$ cat config.mk
export PLATFORM = sky130hd
export DESIGN_NAME = truth_table_sweeper
export DESIGN_NICKNAME = d
export VERILOG_FILES = /design/src/rtl/truth_table_sweeper.sv
export SDC_FILE = /design/constraint.sdc
export NUM_CORES = 1
export LEC_CHECK = 0
export ABC_AREA = 1
export BUFFER_PORTS_ARGS = -buffer_cell sky130_fd_sc_hd__buf_2
export CELL_PAD_IN_SITES_DETAIL_PLACEMENT = 0
export CELL_PAD_IN_SITES_GLOBAL_PLACEMENT = 1
export CORE_MARGIN = 5
export CORE_UTILIZATION = 43
export DETAILED_ROUTE_END_ITERATION = 8
export GPL_ROUTABILITY_DRIVEN = 0
export PLACE_DENSITY_LB_ADDON = 0.1
export SLEW_MARGIN = 0
export SYNTH_ARGS = -nofsm -noshare
export SYNTH_HDL_FRONTEND = slang
export SYNTH_SLANG_ARGS = --single-unit
$ cat constraint.sdc
create_clock -name clk -period 2.6 [get_ports clk]
set_clock_uncertainty 0.2 [all_clocks]
set_input_delay 0.13 -clock clk [delete_from_list [all_inputs] [get_ports clk]]
set_output_delay 0.13 -clock clk [all_outputs]
set_load 0.02 [all_outputs]
$ cat src/rtl/truth_table_sweeper.sv
// Sequencer that sweeps a 4-input function block through all 16 input combinations,
// captures its truth table and compares it against an expected constant.
module truth_table_sweeper #(
  parameter int unsigned SETTLE_CYCLES = 3,
  parameter logic [15:0] EXPECTED      = 16'hA5C3
) (
  input  logic        clk,
  input  logic        rst_n,
  input  logic        start,
  input  logic        abort,
  input  logic        F,
  output logic        A,
  output logic        B,
  output logic        C,
  output logic        D,
  output logic        busy,
  output logic        done,
  output logic        pass,
  output logic [15:0] table_out,
  output logic [4:0]  mismatch_cnt,
  output logic [3:0]  first_fail
);

  typedef enum logic [1:0] {IDLE, SETTLE, SAMPLE, DONE} state_t;

  localparam logic [7:0] CNT_LOAD = 8'(SETTLE_CYCLES - 1);

  state_t      state, state_nx;
  logic [3:0]  idx, idx_nx;
  logic [7:0]  cnt, cnt_nx;
  logic [15:0] tbl, tbl_nx;
  logic [4:0]  mm, mm_nx;
  logic [3:0]  ff, ff_nx;
  logic        pass_r, pass_nx;
  logic        mismatch;

  assign mismatch = (F != EXPECTED[idx]);

  always_ff @(posedge clk or negedge rst_n) begin
    if (!rst_n) begin
      state  <= IDLE;
      idx    <= '0;
      cnt    <= '0;
      tbl    <= '0;
      mm     <= '0;
      ff     <= '0;
      pass_r <= 1'b0;
    end else begin
      state  <= state_nx;
      idx    <= idx_nx;
      cnt    <= cnt_nx;
      tbl    <= tbl_nx;
      mm     <= mm_nx;
      ff     <= ff_nx;
      pass_r <= pass_nx;
    end
  end

  always_comb begin
    state_nx = state;
    idx_nx   = idx;
    cnt_nx   = cnt;
    tbl_nx   = tbl;
    mm_nx    = mm;
    ff_nx    = ff;
    pass_nx  = pass_r;
    case (state)
      IDLE, DONE: begin
        // abort outranks start even where it otherwise has no effect
        if (start && !abort) begin
          state_nx = SETTLE;
          idx_nx   = '0;
          cnt_nx   = CNT_LOAD;
          tbl_nx   = '0;
          mm_nx    = '0;
          ff_nx    = '0;
          pass_nx  = 1'b0;
        end
      end
      SETTLE: begin
        if (abort) begin
          state_nx = IDLE;
          idx_nx   = '0;
        end else if (cnt != '0) begin
          cnt_nx = cnt - 8'd1;
        end else begin
          state_nx = SAMPLE;
        end
      end
      SAMPLE: begin
        if (abort) begin
          state_nx = IDLE;
          idx_nx   = '0;
        end else begin
          tbl_nx[idx] = F;
          if (mismatch) begin
            mm_nx = mm + 5'd1;
            if (mm == '0) ff_nx = idx;
          end
          if (idx == 4'd15) begin
            state_nx = DONE;
            pass_nx  = (mm_nx == '0);
          end else begin
            state_nx = SETTLE;
            idx_nx   = idx + 4'd1;
            cnt_nx   = CNT_LOAD;
          end
        end
      end
      default: state_nx = IDLE;
    endcase
  end

  assign {A, B, C, D}  = idx;
  assign busy          = (state == SETTLE) || (state == SAMPLE);
  assign done          = (state == DONE);
  assign pass          = pass_r;
  assign table_out     = tbl;
  assign mismatch_cnt  = mm;
  assign first_fail    = ff;

endmodule
==> qor.txt <==
Post-CTS Hold Fix Bufs: 2
CTS Buf Count: 5
Number of port buffers: 36
Top routing layer in use: met4
Post-CTS sizing: 0
Async SR Flop Fraction: 100%
CTS max path bufs: 2
Synthesized area per cell: 8.55 um^2
Largest net degree at the start of global routing: 41
Tmin final: 2.14 ns
Yosys warns: 0
Seq pwr share: 35.3%
Synth cell types: 32
Diode count: 0
# IOs: 37
Hold Violations, Final: 0
Syn Inst Count: 288
Final worst-path cycle share: 82.2%
Die ar.: 7340 um^2
Commonest non-fill, non-tap cell in the layout: nand2_1
Filler cells: 565
Antenna Nets Post-Route: 0
GRT Util Overall: 15.6%
Post-Layout Cell Count: 400
Leakage: 1.37 nW
H-Tree Level Count: 2
TritonRoute pass-1 iters: 4
Die height: 85.7 um
Remaining DRCs: 0
CTS tree: done
Synth Register Bits: 40
Register area share after synthesis: 40.7%
Std cell rows: 27
Post-synth EDFFs: 0
Outcome: completed
Met2 WL: 2460 um
Worst slew margin: 39.5%
Hold crit path type: in2reg
Sw Pwr: 980 uW
CP Launch Type: flip-flop
Global-route wire length before repair: 9180 um
Max VDD drop: 0.335 mV
Worst-margin pin slew: 0.907 ns
WL per Instance: 13.6 um
CP Data Arrival Time: 2.12 ns
Clk pwr share: 18.1%
Vias in the first global route: 1,934
Fmax: 468 MHz
CTS sink count: 40
Max-slew violations: 0
Switching share of power: 44.6%
Die Wd: 85.7 um
Comb power frac: 46.6%
RSZ-0062 raised after global routing: no
Crit path max fanout: 13
Postcts setup bufs: 0
WL met3: 229 um
Total wire length: 5450 um
Area grow syn2layout: 13.1%
Cells after DPL: 391
Cell internal pwr: 1.22 mW
Core area: 5540 um^2
Layout cells sized above 1: 24.7%
Initial Util: 44.4%
Gr ovfl total: 0
# setup viols final: 0
Worst-Skew Late Latency: 0.29 ns
Root buffer cell: clkbuf_8
Post-Syn Nets: 305
Layout Nets: 345
Initial antenna violation count: 0
Max Cap Violations: 0
CP Data Required Time: 2.58 ns
Most frequent cells in the layout: nand2_1 (60), dfrtp_1 (40), buf_2 (36)
Vias: 2,016
Pwr per Cell Area: 789 nW/um^2
Critical Path End Type: flip-flop
Hold_ws: 0.0677 ns
Setup TNS: 0 ns
Hpwl dp: 3970 um
Clk slew on worst S/H paths: 0.08 ns
Synth Flop Type: dfrtp_1
Crit path kind: reg2reg
Post-Syn Area: 2460 um^2
1st-iter DRT viols: 52
Via density: 5.04
Met1 WL: 2670 um
==> critical path, cell delays in order (launching register included) <==
cell     delay (ns)
dfrtp_1        0.53
ha_1           0.31
inv_1          0.10
nor2_2         0.18
nand2_1        0.07
inv_1          0.08
nor2_2         0.04
nand3_2        0.22
inv_1          0.13
nand3_1        0.09
o21ai_1        0.06
==> metrics by stage <==
| step | area, um^2 | power [mW] | worst slack (ns) | utilization [%] |
|---|---|---|---|---|
| finish | 2780 | 2.20 | 0.462 | 50.2 |
| global route | 2780 | 2.38 | 0.248 | 50.2 |
| CTS | 2780 | 2.23 | 0.460 | 50.2 |
| detailed placement | 2690 | 1.82 | 0.494 | 48.5 |
| global placement | 2690 | 1.81 | 0.460 | 48.5 |
| floorplan | 2460 | 1.63 | 0.707 | - |
==> layer usage <==
| layer | track usage, % | up-vias |
|---|---|---|
| met5 | 0 | - |
| met4 | 6.33 | 0 |
| met3 | 2.59 | 7 |
| met2 | 23.9 | 44 |
| met1 | 21.9 | 933 |
| li1 | - | 1032 |
==> flip-flops by register name, summed over array words and instances, names as in the netlist <==
| name | flops |
|---|---|
| table_out | 16 |
| first_fail | 4 |
| state | 2 |
| cnt | 8 |
| idx | 4 |
| mismatch_cnt | 5 |
| pass | 1 |
==> power groups by stage <==
stage	logic (mW)	clock network (mW)	registers [mW]
2_1_floorplan	0.838	0	0.792
4_1_cts	1.04	0.417	0.775
3_5_place_dp	1.03	0	0.787
3_3_place_gp	1.03	0	0.784
6_report	1.02	0.397	0.775
5_1_grt	1.15	0.449	0.788
==> logic make-up (layout without fill, tap and decap cells) <==
kind of cell	Yosys count	in the layout	synth area share, %
AOI/OAI and AO/OA	65	65	19.6
and+or+nand+nor	115	115	21.7
adders and majority gates	12	12	6.10
DFF	40	40	40.7
xor gates and xnor gates	9	9	3.20
buffers and inverters	47	87	8.74
==> cell usage after synthesis (6+ instances only) <==
cell     count  share of area (%)
ha_1        12                6.1
xor2_1       8                2.8
nand2_1     60                9.2
inv_1       33                5.0
o22ai_1      7                1.8
o21ai_0     11                2.2
nand3_1     28                5.7
inv_2        6               0.92
o21ai_1      8                1.6
dfrtp_1     40                 41
a21oi_1     16                3.3
o22ai_2      9                4.6
nor2_1      12                1.8
==> path summary, 6_finish.rpt <==
path,from,slack [ns],to,depth (start not counted)
worst min register to register,table_out[5],0.28,table_out[5],2
worst max register to register,idx[0],0.46,cnt[0],10
min in group asynchronous,rst_n,0.30,cnt[2],2
max in group asynchronous,rst_n,1.33,state[0],2
worst max-delay path,idx[0],0.46,cnt[0],10
worst min-delay path,abort,0.07,idx[3],4
==> area by class of cell <==
| type | count | area (um^2) | area share (%) |
|---|---|---|---|
| timing repair buffer | 40 | 215 | 7.73 |
| clock inverter | 1 | 5.00 | 0.180 |
| clock buffer | 6 | 72.6 | 2.61 |
| multi-input combinational | 201 | 1240 | 44.7 |
| inverter | 40 | 155 | 5.57 |
| tap | 72 | 90.1 | 3.24 |
| sequential | 40 | 1000 | 36.0 |
No activity file was read; power rests on OpenSTA's default activity.
